<file path="config.mk">
export PLATFORM = sky130hd
export DESIGN_NAME = axi_if_ucore_rd_arb
export DESIGN_NICKNAME = d
export VERILOG_FILES = /design/src/rtl/axi_if_ucore_rd_arb.sv
export SDC_FILE = /design/constraint.sdc
export NUM_CORES = 1
export LEC_CHECK = 0
export CORE_MARGIN = 2
export CORE_UTILIZATION = 44
export CTS_BUF_LIST = sky130_fd_sc_hd__clkbuf_8
export DETAILED_ROUTE_END_ITERATION = 10
export HOLD_SLACK_MARGIN = 0.02
export PLACE_DENSITY_LB_ADDON = 0.15
export SLEW_MARGIN = 20
export SYNTH_ARGS = -nofsm -noshare
export SYNTH_HDL_FRONTEND = slang
export SYNTH_SLANG_ARGS = --single-unit
</file>
<file path="constraint.sdc">
create_clock -name clk -period 4.9 [get_ports clk]
set_input_delay 0.98 -clock clk [delete_from_list [all_inputs] [get_ports clk]]
set_output_delay 0.98 -clock clk [all_outputs]
set_load 0.05 [all_outputs]
</file>
<file path="src/rtl/axi_if_ucore_rd_arb.sv">
// -----------------------------------------------------------------------------
// axi_if_ucore_rd_arb
//
// Two-requester read arbiter and burst sequencer for the ucore AXI4 read
// channel. Word-granular read commands from requester 0 (IOp fetch) and
// requester 1 (DOp translation) are granted round-robin. Each command is cut
// into INCR bursts that never cross a PAGE_BYTES boundary and never exceed
// min(PAGE_BYTES/4, 256) beats. Read data is returned combinationally to the
// owning requester. Only one burst is outstanding at a time.
//
// Optional feature macro: AXI_IF_UCORE_RD_ARB_RESP_CHECK_EN
//   defined     : rspN_err flags beats with rresp != OKAY, 'error' is sticky.
//   not defined : rspN_err and error are tied low, rresp is ignored.
//
// Ports
//   clk, s_rst                     clock, synchronous active-high reset
//   reqN_vld/rdy/add/nword         command handshake (N = 0, 1)
//   rspN_vld/rdy/data/last/err     read word return (N = 0, 1)
//   m_axi4_ar*                     AXI4 read address channel (master)
//   m_axi4_r*                      AXI4 read data channel (master)
//   error                          sticky response error flag
// -----------------------------------------------------------------------------
module axi_if_ucore_rd_arb #(
    parameter int unsigned PAGE_BYTES = 4096,
    parameter int unsigned NWORD_W    = 16
) (
    input  logic               clk,
    input  logic               s_rst,
    input  logic               req0_vld,
    output logic               req0_rdy,
    input  logic [31:0]        req0_add,
    input  logic [NWORD_W-1:0] req0_nword,
    input  logic               req1_vld,
    output logic               req1_rdy,
    input  logic [31:0]        req1_add,
    input  logic [NWORD_W-1:0] req1_nword,
    output logic               rsp0_vld,
    input  logic               rsp0_rdy,
    output logic [31:0]        rsp0_data,
    output logic               rsp0_last,
    output logic               rsp0_err,
    output logic               rsp1_vld,
    input  logic               rsp1_rdy,
    output logic [31:0]        rsp1_data,
    output logic               rsp1_last,
    output logic               rsp1_err,
    output logic               m_axi4_arid,
    output logic [31:0]        m_axi4_araddr,
    output logic [7:0]         m_axi4_arlen,
    output logic [2:0]         m_axi4_arsize,
    output logic [1:0]         m_axi4_arburst,
    output logic               m_axi4_arvalid,
    input  logic               m_axi4_arready,
    input  logic               m_axi4_rid,
    input  logic [31:0]        m_axi4_rdata,
    input  logic [1:0]         m_axi4_rresp,
    input  logic               m_axi4_rlast,
    input  logic               m_axi4_rvalid,
    output logic               m_axi4_rready,
    output logic               error
);

    localparam int unsigned PAGE_WORDS = PAGE_BYTES / 4;
    localparam int unsigned MAX_BEATS  = (PAGE_WORDS < 256) ? PAGE_WORDS : 256;
    localparam int unsigned PAGE_AW    = $clog2(PAGE_BYTES);

    typedef enum logic [1:0] {
        IDLE   = 2'd0,
        ARB_AR = 2'd1,
        RDATA  = 2'd2
    } state_e;

    state_e             state_q, state_d;
    logic               last_gnt_q, last_gnt_d;  // requester granted most recently
    logic               owner_q, owner_d;
    logic [31:0]        addr_q, addr_d;
    logic [NWORD_W-1:0] rem_q, rem_d;            // words not yet requested on AR
    logic [7:0]         arlen_q, arlen_d;
    logic               arvalid_q, arvalid_d;

    logic               pick1;
    logic               in_rdata;
    logic               r_last_hs;
    logic [8:0]         beats;
    logic [31:0]        page_words;
    logic [31:0]        beats_w;

    // With both requesters valid, the one not granted last wins.
    assign pick1    = (req0_vld && req1_vld) ? ~last_gnt_q : req1_vld;
    assign req0_rdy = (state_q == IDLE) && !s_rst && req0_vld && !pick1;
    assign req1_rdy = (state_q == IDLE) && !s_rst && req1_vld && pick1;

    // Burst sizing works on registered address/remaining, so it runs in the
    // first ARB_AR cycle and arvalid follows one cycle later.
    always_comb begin
        page_words = (32'(PAGE_BYTES) - 32'(addr_q[PAGE_AW-1:0])) >> 2;
        beats_w    = 32'(rem_q);
        if (page_words < beats_w) beats_w = page_words;
        if (32'(MAX_BEATS) < beats_w) beats_w = 32'(MAX_BEATS);
    end

    assign beats     = {1'b0, arlen_q} + 9'd1;
    assign in_rdata  = (state_q == RDATA);
    assign r_last_hs = m_axi4_rvalid && m_axi4_rready && m_axi4_rlast;

    always_comb begin
        // NOTE: every signal gets a default before the case so no path leaves
        // it unassigned; a missing default here would infer a latch.
        state_d    = state_q;
        last_gnt_d = last_gnt_q;
        owner_d    = owner_q;
        addr_d     = addr_q;
        rem_d      = rem_q;
        arlen_d    = arlen_q;
        arvalid_d  = arvalid_q;
        unique case (state_q)
            IDLE: begin
                if (req0_vld || req1_vld) begin
                    owner_d    = pick1;
                    last_gnt_d = pick1;
                    addr_d     = pick1 ? req1_add : req0_add;
                    rem_d      = pick1 ? req1_nword : req0_nword;
                    state_d    = ARB_AR;
                end
            end
            ARB_AR: begin
                if (!arvalid_q) begin
                    arlen_d   = 8'(beats_w - 32'd1);
                    arvalid_d = 1'b1;
                end else if (m_axi4_arready) begin
                    arvalid_d = 1'b0;
                    addr_d    = addr_q + {21'd0, beats, 2'b00};
                    rem_d     = rem_q - NWORD_W'(beats);
                    state_d   = RDATA;
                end
            end
            RDATA: begin
                if (r_last_hs) state_d = (rem_q == '0) ? IDLE : ARB_AR;
            end
            default: state_d = IDLE;
        endcase
    end

    always_ff @(posedge clk) begin
        // NOTE: sequential state is updated with non-blocking assignments so
        // every flop samples pre-edge values regardless of statement order.
        if (s_rst) begin
            state_q    <= IDLE;
            last_gnt_q <= 1'b1;
            owner_q    <= 1'b0;
            addr_q     <= '0;
            rem_q      <= '0;
            arlen_q    <= '0;
            arvalid_q  <= 1'b0;
        end else begin
            state_q    <= state_d;
            last_gnt_q <= last_gnt_d;
            owner_q    <= owner_d;
            addr_q     <= addr_d;
            rem_q      <= rem_d;
            arlen_q    <= arlen_d;
            arvalid_q  <= arvalid_d;
        end
    end

    assign m_axi4_arid    = owner_q;
    assign m_axi4_araddr  = addr_q;
    assign m_axi4_arlen   = arlen_q;
    assign m_axi4_arsize  = 3'd2;
    assign m_axi4_arburst = 2'b01;
    assign m_axi4_arvalid = arvalid_q;

    // R is routed by owner only; rid is checked by assertion, not used.
    assign rsp0_vld      = in_rdata && m_axi4_rvalid && !owner_q;
    assign rsp1_vld      = in_rdata && m_axi4_rvalid && owner_q;
    assign m_axi4_rready = in_rdata && (owner_q ? rsp1_rdy : rsp0_rdy);
    assign rsp0_data     = m_axi4_rdata;
    assign rsp1_data     = m_axi4_rdata;
    // rem_q already excludes the current burst, so zero marks the final one.
    assign rsp0_last     = m_axi4_rlast && (rem_q == '0);
    assign rsp1_last     = m_axi4_rlast && (rem_q == '0);

`ifdef AXI_IF_UCORE_RD_ARB_RESP_CHECK_EN
    logic resp_bad;
    logic error_q;

    assign resp_bad = (m_axi4_rresp != 2'b00);
    assign rsp0_err = rsp0_vld && resp_bad;
    assign rsp1_err = rsp1_vld && resp_bad;

    always_ff @(posedge clk) begin
        if (s_rst) error_q <= 1'b0;
        else if (rsp0_err || rsp1_err) error_q <= 1'b1;
    end
    assign error = error_q;
`else
    assign rsp0_err = 1'b0;
    assign rsp1_err = 1'b0;
    assign error    = 1'b0;
`endif

    // Inputs that carry no routing information in this block.
    logic unused_in;
    assign unused_in = ^{m_axi4_rid, m_axi4_rresp};

    // Returned ID must belong to the current owner.
    a_rid_owner: assert property (@(posedge clk) disable iff (s_rst)
        (in_rdata && m_axi4_rvalid) |-> (m_axi4_rid == owner_q));

    // A command must not run past the top of the 32-bit address space.
    a_no_addr_wrap: assert property (@(posedge clk) disable iff (s_rst)
        (arvalid_q && m_axi4_arready && rem_d != '0)
        |-> !(({1'b0, addr_q} + {22'd0, beats, 2'b00}) > 33'h0_FFFF_FFFF));

endmodule

</file>
Word level (Yosys, flattened, before mapping)
Index checks and enable logic that the tools add are counted.

Reduce and logical (&&, ||, !) cells: 24. Multiplexer cells: 22. Magnitude comparators: 2. $add $sub $neg: 5. Equality and inequality tests: 6. Bitwise logic cells: 2.

Operator list (count): 32-bit two-way mux (4); 16-bit two-way mux (4); 32-bit case mux with 2 select lines (1); 32-bit by 11-bit adder with 32-bit output (1); 16-bit case mux with 2 select lines (1); 30-bit by 16-bit less-than comparator with 1-bit output (1); 9-bit by 30-bit less-than comparator with 1-bit output, first input constant (1); 30-bit two-way mux (1); 16-bit zero test (1); 16-bit by 9-bit subtractor with 16-bit output (1); 13-bit by 12-bit subtractor with 14-bit output, first input constant (1); 1-bit logical AND (13); 8-bit by 1-bit adder with 9-bit output, second input constant (1); 2-bit two-way mux (4); 8-bit two-way mux (1); 4-bit AND reduction (2); 8-bit by 1-bit subtractor with 8-bit output, second input constant (1); 2-bit case mux with 3 select lines (1); 1-bit two-way mux (5); 2-bit by 1-bit inequality test with 1-bit output, second input constant (2); 2-bit inequality test, second input constant (2); 2-bit AND reduction (2); 1-bit zero test (3); 2-bit by 1-bit == test with 1-bit output, second input constant (1); 5 further kinds (6).

Input bits: 140. Flip-flop bits (word level): 61. Logic and storage cells: 68. Output and inout bits: 121.

Depth between registers and ports, before layout
Word-level depth: 6. Depth in mapped cells: 20. Mapped depth without buffers: 18.

Worst setup path before layout
No wires, ideal clock.

Path type: register to register. From: register addr_q[4] (netlist: m_axi4_araddr[4]). To: register arlen_q[4] (netlist: m_axi4_arlen[4]). Stages on the path, launching flop included: 19. Period minus slack after synthesis: 4.370 ns. Path buffers: 2. Library setup time: 0.132 ns. Data required time: 4.768 ns. Arrival: 4.237 ns. Path slack: 0.530 ns. Cell sequence: dfxtp_1 clkbuf_1 or4_1 nor3_2 nand2b_1 nor4_1 nor2_1 ha_1 a21o_1 a221o_1 a2111oi_4 a21oi_2 buf_2 nor2_1 a31oi_1 ha_1 and3_1 a31oi_1 o41ai_2.

Cells in the longest elaborated chain, start to end: 6.

RTL lines: start, declared (RTL line 76) `logic [31:0] addr_q, addr_d;`; start signal, assigned (RTL line 159) `addr_q <= addr_d;`; 13-bit by 12-bit subtractor with 14-bit output * (RTL line 96) `page_words = (32'(PAGE_BYTES) - 32'(addr_q[PAGE_AW-1:0])) >> 2;`; 30-bit by 16-bit less-than comparator with 1-bit output (RTL line 98) `if (page_words < beats_w) beats_w = page_words;`; 30-bit two-way mux * (RTL line 98); 9-bit by 30-bit less-than comparator with 1-bit output (RTL line 99) `if (32'(MAX_BEATS) < beats_w) beats_w = 32'(MAX_BEATS);`; 8-bit two-way mux * (RTL line 99); 8-bit by 1-bit subtractor with 8-bit output * (RTL line 128) `arlen_d = 8'(beats_w - 32'd1);`; end signal, assigned (RTL line 161) `arlen_q <= arlen_d;`; end, declared (RTL line 78) `logic [7:0] arlen_q, arlen_d;`.

Every way passes the cells marked *; elsewhere a longest branch is shown, timed or not. A chain may end at the register's enable or synchronous reset.

Worst setup path in the final report
From: register addr_q[5] (netlist: m_axi4_araddr[5]). To: register arlen_q[6] (netlist: m_axi4_arlen[6]).

Same word-level chain as after synthesis.

==> results.toml <==
[critical_path]
arrival_ps = 4720
cp-start-kind = "register"
critPathRequiredTime_ps = 5180
timing.critical_path.fanout_max = 10
crit_path_end_kind = "register"
critical_path_class = "reg2reg"

[cells_and_area]
utilization_pct = 55.4
layout-drive-gt1-share_pct = 6.48
final_net_count = 1078
layout.cells.most_common_list = "152 x clkdlybuf4s50_1, 138 x nand2_1, 67 x a21oi_1"
area_delta_synth_final_pct = 23.7
final_area_mm2 = 0.00731
layout_commonest_cell = "clkdlybuf4s50_1"
ant_cells = 0

[synthesis]
yosysSeqAreaShare_pct = 20.6
synth.yosys.warnings = 0
netlist_instances = 839
mappedNetlistArea_mm2 = 0.00591
synth.ff_latch_count = 61
ys.flop_type = "dfxtp_1"
async_reset_ff_share_pct = 0
yosys.cell_types.count = 71
synth_edf_count = 0
post_synth.cell_area_avg_um2 = 7.05

[detailed_routing]
drc_errors = 0
detail_route.iter0.violations = 422
postRouteWirelength_um = 19900
firstDrtPassIters = 7
routedWlPerCell_um = 18.3
ant_nets = 0
viasPerCell = 5.71
dr_total_vias = 6200

[sta]
clock-skew-final_ps = 9.12
max_slew_margin_pct = 37.0
max_freq_ghz = 0.225
grt_setup_unrepaired = "false"
setup_total_negative_slack_ps = 0
final_min_period_over_clock_period_pct = 90.6
final_max_slew_viol_count = 0
worst_pin_slew_ps = 937
hold_violations = 0
post-route-min-period_ps = 4440
final_setup_violation_count = 0

[clock_tree]
total_clock_buffers_created_by_cts = 9
cts.htree.levels = 3
root_buffer_selected_by_cts = "clkbuf_8"
max-clock-path-buffers = 2
cts_hold_buffers = 0
clk-insertion-delay-late_ps = 350
clkSinkCount = 61
clk_pin_slew_worst_paths_ps = 80
cts_setup_buffers = 0
tritoncts_clock_tree = "done"
cts-resized-gates = 0

[global_route]
wire_length_of_the_first_global_routing_pass_um = 30700
grt_remaining_overflow = 0
number_of_global_route_vias_before_repair = 5890
grt_max_degree = 52
antenna_found_initial = 0
gr-usage-all-layers_pct = 27.1

[floorplanning]
core_area_mm2 = 0.0132
initial_core_util_pct = 44.8
dieArea_mm2 = 0.0144
die_width_um = 120
placement_rows = 42
die-height_um = 120
top_level_ports = 261

[power]
static-leakage-power_nw = 2.91
p_total_w = 0.00271
maximum_vdd_ir_drop_uv = 122
power.density_cell_area_mw_per_mm2 = 371

[run]
cap_violations = 0

[placed_design]
place.gp.congestion = 0.910
dpl_hpwl_um = 15300
numPortBuffers = 153
area_of_placed_instances_mm2 = 0.00708

[outcome]
run_status = "complete, no violations"

[hold_path]
hold_path_class = "reg2reg"
## cells in the mapped netlist, types with 7 or more instances
cell type | count | area (µm²)
nand2_1 | 139 | 522
buf_4 | 73 | 548
a21oi_1 | 67 | 335
nor2_1 | 64 | 240
dfxtp_1 | 61 | 1220
nand3_1 | 40 | 200
clkbuf_1 | 36 | 135
inv_1 | 35 | 131
ha_1 | 30 | 375
o21ai_0 | 28 | 140
nor3_1 | 27 | 135
xnor2_1 | 19 | 166
a31oi_1 | 18 | 113
mux2i_1 | 18 | 180
xor2_1 | 12 | 105
and3_1 | 11 | 68.8
a21o_1 | 9 | 67.6
a221oi_1 | 8 | 70.1
o21a_1 | 8 | 60.1
a211oi_1 | 7 | 52.6
a311oi_1 | 7 | 61.3
nand4_1 | 7 | 43.8
nor4_1 | 7 | 43.8
## stage by stage
step	hold WS, ps	cells	setup slack [ps]
CTS	511	1086	447
detailed placement	500	1071	484
floorplan	458	845	530
finish	514	1086	463
global placement	486	1071	546
global route	548	1086	95.1
## critical path: stages, from the launching register on
cell       delay (ps)
dfxtp_1           410
or4_1             550
nor3_2            240
nand2b_1          190
nor4_1            310
nor2_1            100
ha_1              300
a21o_1            180
a221o_1           400
a2111oi_4         300
a21oi_2           210
mux2_2            330
ha_1              270
o21ai_0           110
nand3_1           100
mux2i_1           170
a21oi_1            70
a21oi_1           140
## registers in the layout, indices dropped and copies added, names as in the netlist
| signal | flops |
|---|---|
| m_axi4_araddr | 32 |
| m_axi4_arvalid | 1 |
| last_gnt_q | 1 |
| m_axi4_arlen | 8 |
| state_q | 2 |
| rem_q | 16 |
| m_axi4_arid | 1 |
## area by class of cell
class                           count  area [µm²]
Clock buffer                       12         165
Clock inverter                      3        67.6
Fill cell                        1297        5880
Inverter                           35         131
Multi-Input combinational cell    630        3860
Sequential cell                    61        1220
Tap cell                          176         220
Timing Repair Buffer              169        1650
## cell families (layout without fill, tap and decap cells)
kind of cell	count (synthesis)	after routing	synth area share [%]
simple gates	330	330	25.3
compound gates	208	208	24.1
buf+inv	154	219	14.5
flops	61	61	20.6
fa+ha+maj	32	32	7.02
xor+xnor	31	31	4.59
mux	21	21	3.62
other cells	2	8	0.127
## per-layer routing
layer,global-route usage [%],wire (µm)
met5,0,0
met1,35.2,8880
met4,10.7,546
met2,44.1,9060
met3,5.18,1400
## worst paths after layout
path	from	endpoint	slack, ps	cells after the start
worst max-delay path	m_axi4_araddr[5]	m_axi4_arlen[6]	460	17
worst max register to register	m_axi4_araddr[5]	m_axi4_arlen[6]	460	17
worst min register to register	rem_q[11]	rem_q[11]	510	2
worst min-delay path	rem_q[11]	rem_q[11]	510	2
## where the power goes
part,internal (W),leakage [nW],total [W],switching [W]
clock,0.000326,0.115,0.000548,0.000222
combinational,0.000595,2.30,0.00147,0.000877
sequential,0.000569,0.504,0.000690,0.000121
total,0.00149,2.91,0.00271,0.00122
Note: power is estimated with default switching activity, not from simulation.
==> variant 1 (same settings) <==
Re-encode `state_e` (3 states) as one-hot, 3 bits wide.
--- a/src/rtl/axi_if_ucore_rd_arb.sv
+++ b/src/rtl/axi_if_ucore_rd_arb.sv
@@ -65,8 +65,8 @@
     localparam int unsigned PAGE_AW    = $clog2(PAGE_BYTES);
 
-    typedef enum logic [1:0] {
-        IDLE   = 2'd0,
-        ARB_AR = 2'd1,
-        RDATA  = 2'd2
+    typedef enum logic [2:0] {
+        IDLE   = 3'b001,
+        ARB_AR = 3'b010,
+        RDATA  = 3'b100
     } state_e;
 
Behaviour: same outputs for any inputs over 4 cycles, from zero or initial values and one cycle with s_rst high; so few cycles prove little.
==> variant 1 against the unedited design <==
Final cell count increased by 1.4%; critical endpoint is now m_axi4_arlen[4]; sequential cell count increased by 1; sequential power increased by 29%; global-route usage is 0.76 points lower; largest power group unchanged; synthesized cell count increased by 2.1%; design area up 0.84%; first-iteration DRC count decreased by 0.95%; critical path type unchanged; utilization hardly changed; total power up 40%; synthesized area increased by 1.6%; wire length down 3.0%; setup slack worse by 250 ps; sequential share of layout area rose by 0.30 points.
==> variant 1: results (changes against the unedited design) <==
{| class="wikitable"
! Metric !! Value
|-
| Outcome || completed
|-
| Cell internal pwr || 1.814 mW (+22%)
|-
| Static leakage power || 2.859 nW (-1.9%)
|-
| Pin count of the biggest net entering global routing || 66 (+27%)
|-
| Layout cell share with drive strength beyond 1 || 6.595% (+0.11 points)
|-
| First-pass iteration count of the detailed router || 5 (-2)
|-
| HP Start || rem_q[13]
|-
| Slack of the worst reg-to-reg path || 210 ps (-250 ps)
|-
| Net switching fraction of the power || 52.30% (+7.3 points)
|-
| Clk_lat worst skew || 370 ps (+20 ps)
|-
| Distinct cells, synth || 73 (+2.8%)
|-
| Hold Slack || 484.3 ps (-29.23 ps)
|-
| CP max-delay cell || or4_4
|-
| Vias || 6278 (+1.3%)
|-
| Peak VDD IR || 303.6 uV (+150%)
|-
| First-pass GRT wire length || 30560 um (-0.58%)
|-
| HPWL reported at the end of detailed placement || 14220 um (-7.3%)
|-
| Average wire length per cell after detail routing || 17.51 um (-4.3%)
|-
| Critical Path Start || m_axi4_araddr[2]
|-
| Total sequential power || 0.891 mW (+29%)
|-
| Relative slew margins || 39.83% (+2.8 points)
|-
| Hold path endpoint || rem_q[13]
|-
| Leading post-synthesis cells by instance count || nand2_1, buf_4, nor2_1
|-
| Antenna violations before repair || 0 (unchanged)
|-
| Data arrival time of the critical path || 5010 ps (+290 ps)
|-
| Iteration-0 DRC count of the detailed router || 418 (-0.95%)
|-
| Highest net fanout along the worst path || 7 (-3)
|-
| Worst reg-to-reg path cell count || 18 (+1)
|-
| Largest incremental delay on the critical path || 610 ps (+60 ps)
|-
| End of the worst register-to-register path || m_axi4_arlen[4]
|-
| Final clock skew || 7.838 ps (-1.278 ps)
|-
| Power attributed to combinational cells || 2.50 mW (+70%)
|-
| Largest cells by area after synthesis || dfxtp_1, buf_4, nand2_1
|-
| Final estimated routing congestion in global placement || 0.8679 (-4.6%)
|-
| Cell count after synthesis || 857 (+2.1%)
|-
| Number of placed instances with taps included || 1084 (+1.2%)
|}
==> variant 1: metal layers <==
metal	global-route usage, %	wire [um]	up-vias
li1	-	-	3103
met1	35.31	8829	2903
met2	43.08	8983	237
met3	3.915	1073	35
met4	8.866	395	0
met5	0	0	-
==> variant 1: logic make-up (layout without fill, tap and decap cells) <==
logic type               after synthesis  in the layout  synth area share (%)
XOR/XNOR                              29             29                 4.228
AO/OA/AOI/OAI                        208            208                 23.31
flip-flops                            62             62                 20.66
adder cells (fa/ha/maj)               32             32                 6.915
multiplexers                          11             11                 1.854
buffers and inverters                155            217                 14.64
AND/OR/NAND/NOR                      358            358                 28.27
other                                  2              8                0.1250
==> variant 1: area by class of cell <==
class                           count  area (um^2)
Multi-Input combinational cell    646         3981
Fill cell                        1302         5921
Clock inverter                      6        30.03
Clock buffer                       10        137.6
Inverter                           36        135.1
Sequential cell                    62         1254
Tap cell                          176        220.2
Timing Repair Buffer              165         1617
==> variant 1: worst max-delay path, delay by kind of cell (launching register included) <==
| family | cells | cell delay (ps) |
|---|---|---|
| DFF | 1 | 370 |
| AOI/OAI and AO/OA | 4 | 890 |
| and+or+nand+nor | 10 | 2400 |
| muxes | 1 | 350 |
| adders and majority gates | 2 | 480 |
| xor gates and xnor gates | 1 | 160 |
==> variant 1: stage by stage <==
stage	setup WS [ps]	area, um^2
after floorplan	-17.10	6103
after global placement	96.33	7193
after CTS	57.96	7361
after global routing	0.2895	7375
final	208.3	7375
after detailed placement	78.52	7193
==> variant 1: repair_timing <==
item | 4_1_cts | 5_1_grt
buffers inserted | 0 | 1
gates resized for setup | 0 | 2
setup endpoints to repair | 0 | 2
==> variant 2 (config.mk and constraints unchanged) <==
Made on the original files. `NWORD_W`: 16 -> 32.
--- a/src/rtl/axi_if_ucore_rd_arb.sv
+++ b/src/rtl/axi_if_ucore_rd_arb.sv
@@ -23,5 +23,5 @@
 module axi_if_ucore_rd_arb #(
     parameter int unsigned PAGE_BYTES = 4096,
-    parameter int unsigned NWORD_W    = 16
+    parameter int unsigned NWORD_W    = 32
 ) (
     input  logic               clk,
Interface: changed (resized req0_nword and req1_nword); port bits go from 261 to 293. No check against the original RTL was run, so the function may have changed too.
==> variant 2 against the unedited design <==
Total power down 0.78%; combinational power down 6%; count of clock-buffer cells in the layout down 3; die area up 16%; synthesized area up 16%; design area up 19%; highest routed layer unchanged; largest power group unchanged; wire length up 12%; first-iteration DRC count up 16%; sequential cell count up 16; setup slack worse by 76 ps; via count up 16%.
==> variant 2: results (changes against the unedited design) <==
{| class="wikitable"
! Metric !! Value
|-
| Outcome || completed
|-
| Number of buffers added on ports || 185 (+21%)
|-
| Slew at the pin closest to its max-slew limit || 913.7 ps (-23.00 ps)
|-
| Share of the synthesized area in the top cell type || 22.38% (+1.7 points)
|-
| HPWL reported at the end of detailed placement || 16570 um (+8.0%)
|-
| Worst Slack Setup Final || 386.6 ps (-76.19 ps)
|-
| Met3 wire len || 1602 um (+14%)
|-
| Worst reg-to-reg path cell count || 20 (+3)
|-
| Fillers || 1524 (+18%)
|-
| Compound-Gate Fraction of Synth Area || 24.72% (+0.58 points)
|-
| Pre-CTS setup slack || 242.7 ps (-241.7 ps)
|-
| Pin count of the biggest net entering global routing || 79 (+52%)
|-
| Non-clock buffer share || 23.67% (+1.2 points)
|-
| DRT met1 WL || 10000 um (+13%)
|-
| Met2 Routed Length || 10360 um (+14%)
|-
| Register cell area after layout || 0.001541 mm^2 (+26%)
|-
| Largest incremental delay on the critical path || 390 ps (-160 ps)
|-
| Power density over the cells || 309.1 mW/mm^2 (-17%)
|-
| Post-synthesis cell area || 0.006889 mm^2 (+16%)
|-
| Distinct cells, synth || 73 (+2.8%)
|-
| Largest cells by area after synthesis || dfxtp_1, nand2_1, buf_4
|-
| Clock sink total || 77 (+26%)
|-
| Final clock skew || 17.49 ps (+8.369 ps)
|-
| Category of cells accounting for the largest share of critical-path delay || compound AO/OA/AOI/OAI gates
|-
| Clock tree cell share of total cell area || 2.071% (-1.1 points)
|-
| Hold Slack || 514.9 ps (+1.345 ps)
|-
| Synthesized-area fraction occupied by adder cells || 6.030% (-0.99 points)
|-
| Multiplexer fraction of the synthesized cell area || 3.941% (+0.32 points)
|-
| Layout cell share with drive strength beyond 1 || 7.076% (+0.59 points)
|}
==> variant 2: how the worst min path moves through the flow <==
stage,endpoint,startpoint,cells past startpoint
floorplan,rem_q[24],rem_q[24],2
global placement,rem_q[17],rem_q[17],2
detailed placement,rem_q[17],rem_q[17],2
CTS,rem_q[17],rem_q[17],2
global route,rem_q[25],rem_q[25],2
finish,rem_q[17],rem_q[17],2
==> variant 2: worst register-to-register path: stages, from the launching register on <==
cell	delay, ps
dfxtp_1	390
nor4_2	270
nand2_1	130
or3_1	370
buf_4	180
o21ai_0	120
nor2b_1	150
ha_1	260
a211oi_1	210
nand2_1	100
a2111oi_1	350
a211o_4	250
buf_4	180
mux2i_1	190
nand2b_1	90
ha_2	230
nand4_1	100
o21ai_0	100
xor2_1	150
a311o_1	370
o31ai_1	210
==> variant 2: per-layer routing <==
layer,GRT usage [%],vias to the layer above
met5,0,-
met4,4.795,0
met3,7.391,28
met2,43.87,239
met1,35.91,3335
li1,-,3581
